[config.mk]
export PLATFORM = sky130hd
export DESIGN_NAME = fpmul_core_seq
export DESIGN_NICKNAME = d
export VERILOG_FILES = /design/src/rtl/fpmul_core_seq.sv
export SDC_FILE = /design/constraint.sdc
export NUM_CORES = 1
export LEC_CHECK = 0
export CAP_MARGIN = 20
export CORE_ASPECT_RATIO = 0.8
export CORE_MARGIN = 2
export CORE_UTILIZATION = 49
export DETAILED_ROUTE_END_ITERATION = 10
export PLACE_DENSITY_LB_ADDON = 0.25
export SYNTH_ARGS = -nofsm -noshare
export SYNTH_HDL_FRONTEND = slang
export SYNTH_SLANG_ARGS = --single-unit
[constraint.sdc]
create_clock -name clk -period 2.5 [get_ports clk]
set_input_delay 0.25 -clock clk [delete_from_list [all_inputs] [get_ports clk]]
set_output_delay 0.25 -clock clk [all_outputs]
set_load 0.05 [all_outputs]
[src/rtl/fpmul_core_seq.sv]
// Sequential binary32 multiplier core: shift-add significand product, normalize,
// optional round-to-nearest-even (FPMUL_ROUND_NEAREST_EN), exception flags.
module fpmul_core_seq #(
  parameter int BIAS = 127
) (
  input  logic        clk,
  input  logic        rst,
  input  logic        start,
  input  logic [31:0] a,
  input  logic [31:0] b,
  output logic        busy,
  output logic        done,
  output logic [24:0] final_product,
  output logic [8:0]  final_exponent,
  output logic        new_sign,
  output logic        exception1,
  output logic        exception2
);

  localparam logic [2:0] S_IDLE = 3'd0;
  localparam logic [2:0] S_MUL  = 3'd1;
  localparam logic [2:0] S_NORM = 3'd2;
  localparam logic [2:0] S_RND  = 3'd3;
  localparam logic [2:0] S_DONE = 3'd4;

  logic [2:0]         state_q, state_d;
  logic [4:0]         cnt_q, cnt_d;
  logic [47:0]        acc_q, acc_d;
  logic [23:0]        mcand_q, mcand_d;
  logic signed [9:0]  esum_q, esum_d;
  logic               sign_q, sign_d;
  logic               exc1_q, exc1_d;
  logic               zero_q, zero_d;

  logic [24:0]        prod_q, prod_d;
  logic [8:0]         fexp_q, fexp_d;
  logic               nsign_q, nsign_d;
  logic               e1_q, e1_d;
  logic               e2_q, e2_d;

  logic [23:0]        norm_sig;
  logic signed [9:0]  norm_exp;
  logic [23:0]        fin_sig;
  logic signed [9:0]  fin_exp;
  logic [24:0]        add_sum;
  logic               a_zero, b_zero, range_bad;

`ifdef FPMUL_ROUND_NEAREST_EN
  logic [23:0]        sig_q, sig_d;
  logic               guard_q, guard_d;
  logic               sticky_q, sticky_d;
  logic               norm_guard, norm_sticky;
  logic [24:0]        rnd_sum;
`endif

  assign busy           = (state_q != S_IDLE);
  assign done           = (state_q == S_DONE);
  assign final_product  = prod_q;
  assign final_exponent = fexp_q;
  assign new_sign       = nsign_q;
  assign exception1     = e1_q;
  assign exception2     = e2_q;

  assign a_zero  = (a[30:23] == 8'd0);
  assign b_zero  = (b[30:23] == 8'd0);
  // acc[23:0] doubles as the multiplier shift register; its LSB gates the add.
  assign add_sum = {1'b0, acc_q[47:24]} + (acc_q[0] ? {1'b0, mcand_q} : 25'd0);

  always_comb begin
    norm_sig = acc_q[46:23];
    norm_exp = esum_q;
`ifdef FPMUL_ROUND_NEAREST_EN
    norm_guard  = acc_q[22];
    norm_sticky = |acc_q[21:0];
`endif
    if (acc_q[47]) begin
      norm_sig = acc_q[47:24];
      norm_exp = esum_q + 10'sd1;
`ifdef FPMUL_ROUND_NEAREST_EN
      norm_guard  = acc_q[23];
      norm_sticky = |acc_q[22:0];
`endif
    end
  end

`ifdef FPMUL_ROUND_NEAREST_EN
  always_comb begin
    rnd_sum = {1'b0, sig_q} + {24'd0, guard_q & (sticky_q | sig_q[0])};
    fin_sig = rnd_sum[23:0];
    fin_exp = esum_q;
    if (rnd_sum[24]) begin
      fin_sig = rnd_sum[24:1];
      fin_exp = esum_q + 10'sd1;
    end
  end
`else
  assign fin_sig = norm_sig;
  assign fin_exp = norm_exp;
`endif

  assign range_bad = (fin_exp <= 10'sd0) || (fin_exp >= 10'sd255);

  // NOTE: every next-state signal gets a default first, so no path through the
  // case statement can infer a latch.
  always_comb begin
    state_d = state_q;
    cnt_d   = cnt_q;
    acc_d   = acc_q;
    mcand_d = mcand_q;
    esum_d  = esum_q;
    sign_d  = sign_q;
    exc1_d  = exc1_q;
    zero_d  = zero_q;
    prod_d  = prod_q;
    fexp_d  = fexp_q;
    nsign_d = nsign_q;
    e1_d    = e1_q;
    e2_d    = e2_q;
`ifdef FPMUL_ROUND_NEAREST_EN
    sig_d    = sig_q;
    guard_d  = guard_q;
    sticky_d = sticky_q;
`endif

    case (state_q)
      S_IDLE: begin
        if (start) begin
          mcand_d = a_zero ? 24'd0 : {1'b1, a[22:0]};
          acc_d   = {24'd0, (b_zero ? 24'd0 : {1'b1, b[22:0]})};
          esum_d  = {2'b00, a[30:23]} + {2'b00, b[30:23]} - 10'(BIAS);
          sign_d  = a[31] ^ b[31];
          exc1_d  = (a[30:23] == 8'hFF) || (b[30:23] == 8'hFF);
          zero_d  = a_zero || b_zero;
          cnt_d   = 5'd0;
          state_d = S_MUL;
        end
      end
      S_MUL: begin
        acc_d = {add_sum, acc_q[23:1]};
        cnt_d = cnt_q + 5'd1;
        if (cnt_q == 5'd23) state_d = S_NORM;
      end
`ifdef FPMUL_ROUND_NEAREST_EN
      S_NORM: begin
        sig_d    = norm_sig;
        guard_d  = norm_guard;
        sticky_d = norm_sticky;
        esum_d   = norm_exp;
        state_d  = S_RND;
      end
      S_RND: state_d = S_DONE;
`else
      S_NORM: state_d = S_DONE;
`endif
      S_DONE: state_d = S_IDLE;
      default: state_d = S_IDLE;
    endcase

    // Result registers load on the edge into DONE; priority: Inf/NaN, zero, range.
    if (state_d == S_DONE && state_q != S_DONE) begin
      nsign_d = sign_q;
      e1_d    = exc1_q;
      e2_d    = !exc1_q && !zero_q && range_bad;
      prod_d  = 25'd0;
      fexp_d  = 9'd0;
      if (!exc1_q && !zero_q && !range_bad) begin
        prod_d = {1'b0, fin_sig};
        fexp_d = fin_exp[8:0];
      end
    end
  end

  // NOTE: state registers use non-blocking assignments so every flop samples the
  // pre-edge values regardless of statement order.
  always_ff @(posedge clk) begin
    if (rst) begin
      state_q <= S_IDLE;
      cnt_q   <= '0;
      acc_q   <= '0;
      mcand_q <= '0;
      esum_q  <= '0;
      sign_q  <= 1'b0;
      exc1_q  <= 1'b0;
      zero_q  <= 1'b0;
      prod_q  <= '0;
      fexp_q  <= '0;
      nsign_q <= 1'b0;
      e1_q    <= 1'b0;
      e2_q    <= 1'b0;
`ifdef FPMUL_ROUND_NEAREST_EN
      sig_q    <= '0;
      guard_q  <= 1'b0;
      sticky_q <= 1'b0;
`endif
    end else begin
      state_q <= state_d;
      cnt_q   <= cnt_d;
      acc_q   <= acc_d;
      mcand_q <= mcand_d;
      esum_q  <= esum_d;
      sign_q  <= sign_d;
      exc1_q  <= exc1_d;
      zero_q  <= zero_d;
      prod_q  <= prod_d;
      fexp_q  <= fexp_d;
      nsign_q <= nsign_d;
      e1_q    <= e1_d;
      e2_q    <= e2_d;
`ifdef FPMUL_ROUND_NEAREST_EN
      sig_q    <= sig_d;
      guard_q  <= guard_d;
      sticky_q <= sticky_d;
`endif
    end
  end

endmodule

==> metrics.md <==
| Metric | Value |
|---|---|
| Status | `finished, final reports clean` |
| Share of layout cells above drive strength 1 | `between 10% and 20%` |
| Crit Path Max Fanout | `13` |
| DP Worst Slack | `-233 ps` |
| Cells after synthesis | `834` |
| # setup viols final | `0` |
| Number of DRC markers in iteration 0 | `480` |
| DP HPWL | `about 12000 µm` |
| Vias | `6312` |
| Synth top area cells | `dfxtp_1, ha_1, nand2_1` |
| Pin count of the biggest net entering global routing | `65` |
| Starting Density | `about half` |
| Die ar. | `roughly 15000 µm²` |
| Buf/Inv on CP | `1` |
| Stages on the worst setup path | `10` |
| Nets@finish | `between 1000 and 1500` |
| RR Endpoint | `acc_q[37]` |
| First-pass GRT wire length | `about 28000 µm` |
| Highest Clock Rate | `slightly above 0.4 GHz` |
| GRT Total Usage | `about a quarter` |
| H-tree depth | `4` |
| Period minus WS final | `about 2500 ps` |
| Max-cap viol count | `0` |
| FF-to-FF path depth | `10` |
| Core region area | `between 10000 and 15000 µm²` |
| Final instance area | `9150 µm²` |
| Final worst setup slack | `between 30 and 40 ps` |
| Peak VDD IR | `about 0.54 mV` |
| Syn-to-layout area delta | `32.3%` |
| # clock sinks | `about 130` |
| Most common cell in the synthesized netlist | `nand2_1` |
| Vias in the first global route | `around 5800` |
| CP top delay family | `compound AO/OA/AOI/OAI gates` |
| # port buffers | `approximately 100` |
| EDFF count, synth | `0` |
| Syn. warnings | `0` |
| GRT Residual Overflow | `0` |
| Remaining DRCs | `0` |
| Rows | `38` |
| Cell Chain, Critical Path | `buf_6 > and2_1 > ha_1 > o211a_1 > o31ai_4 > nand2_2 > nand4_1 > nand2_1 > a311o_1 > a32o_1` |
| Cell Pwr Density | `about 600 nW/µm²` |
| Worst R2R Start | `acc_q[0]` |
| Sequential-to-total area share from yosys stat | `between 30% and 40%` |
| Post-placement cell area | `8330 µm²` |
| Startpoint Class | `flop` |
| Worst EP arrival | `around 2800 ps` |
| WS Path Type | `flop to flop` |
| CP Data Required Time | `between 2000 and 3000 ps` |
| Drt wl/cell | `about 15 µm` |
| Post-synth top area cell | `dfxtp_1` |
| CP Capture Type | `flop` |
| Lkg Pwr | `roughly 3.6 nW` |
| FFs w/ async S/R, synth | `0%` |
| Placer Congestion | `0.905` |
| Hold crit path type | `primary input to flop` |
| Clock root buffer | `clkbuf_16` |
| Longest Clk Path Bufs | `2` |
| Sink of the worst hold path | `esum_q[9]` |
| Ys flop type | `dfxtp_1` |
| Count of TritonRoute iterations in the first routing pass | `5` |
| Clk_skew | `10.3 ps` |
| Slew @ Worst Pin | `~990 ps` |
| Hold Path Stages | `2` |
| Most frequent cells after synthesis | `nand2_1, dfxtp_1, nor2_1` |
| Io pins | `around 110` |
| Die Wd | `137 µm` |
| Netlist cell types | `just over 60` |
| Syn Area/Cell | `~8.3 µm²` |
| Vias/cell | `approximately 5.5` |
| Worst-Skew Late Latency | `between 400 and 500 ps` |
| Slowest cell on the critical path | `a311o_1` |
| Syn Nets | `~940` |
| Finished Core Util | `between 60% and 70%` |
| Final Slew Violations | `0` |
| Die Y | `about 110 µm` |
| Hold Slack | `264 ps` |
| CP startpoint | `acc_q[0]` |
| Crit-path max cell delay | `~370 ps` |
| Initial antenna violation count | `0` |
| Synth Register Bits | `about 130` |
| Reg clk slew, reported paths | `~60 ps` |
| Hold_buf cts | `0` |
| Top-area cell type share of the netlist area | `around 37%` |
| CTS Buf Count | `17` |
| TritonCTS clock tree | `yes` |
| Final hold viol count | `0` |
| R2R setup slack | `approximately 33 ps` |
| Tcrit/Tclk final | `between 90% and 100%` |
| Diode count | `0` |
| Post-route ant nets | `0` |
| Setup TNS | `0 ps` |
| HP Start | `rst` |
| Mapped Area | `between 6000 and 7000 µm²` |
| Relative slew slack | `roughly 34%` |
| Drt total wl | `approximately 17000 µm` |
| RSZ-0062 raised after global routing | `true` |
## where the power goes
part           internal [mW]  switching [mW]  total [mW]  leakage (nW)
Sequential              2.13          0.0574        2.19          1.05
Combinational          0.298           0.335       0.633          2.19
Clock                   1.76           0.929        2.69         0.314
Total                   4.19            1.32        5.51          3.56
## how the worst max path moves through the flow
stage	slack, ps	end
detailed placement	-230	esum_q[9]
finish	30	acc_q[37]
floorplan	20	acc_q[43]
global route	-30	acc_q[37]
global placement	-130	esum_q[9]
CTS	-9	acc_q[39]
## cells in the final DEF, fill, tap and decap left out, types with 13 or more instances in the layout
master           netlist  routed
a31oi_1               30      30
a21oi_1               49      39
clkbuf_16              0      17
o21ai_0               22      21
a22o_1                13      13
a22oi_1               23      23
nand2_1              134     132
o21ai_2               28      29
nand3_1               42      42
buf_4                  2      47
dfxtp_1              129     127
xnor2_1               23      23
inv_1                 16      16
clkdlybuf4s50_1        0     103
nor2_1                65      64
mux2i_1               25      25
and2_1                28      26
ha_1                  41      34
## cell families after synthesis
| family | share of synthesized area, % |
|---|---|
| compound gates | 21.1 |
| flops | 37.3 |
| simple gates | 21.4 |
| other cells | 0.0542 |
| fa+ha+maj | 7.99 |
| xor+xnor | 4.18 |
| mux | 3.62 |
| buf+inv | 4.28 |
## routing by layer
metal  part of all wire (%)  global-route usage (%)
met5                      0                       0
met4                   0.77                    5.08
met3                    7.5                    6.81
met2                     42                    33.6
met1                     50                    35.4
## final cells by class
class	count	area, µm²
flip-flops and latches	129	2590
fillers	1154	4540
clock inverters	11	176
clock buffers	21	470
multi-input cells	636	4200
well taps	180	225
repair buffers	154	1430
inverters	16	60.1
## flip-flops by register name, summed over array words and instances, names as in the netlist
signal,cells
esum_q,10
exc1_q,1
exception1,1
final_product,24
mcand_q,24
new_sign,1
state_q,3
final_exponent,9
sign_q,1
cnt_q,5
acc_q,48
zero_q,1
exception2,1
## metrics by stage
step           instances  total power, mW
2_1_floorplan        834             2.61
3_3_place_gp        1112             2.84
3_5_place_dp        1112             2.85
4_1_cts             1144             5.53
5_1_grt             1147             5.73
6_report            1147             5.51
## timing repair
item / 4_1_cts / 5_1_grt
resized for setup: 1 / 32
pin swaps: 0 / 7
setup endpoints to repair: 2 / 14
setup buffers: 0 / 2
cloned: 0 / 0
No activity file was read; power rests on OpenSTA's default activity.
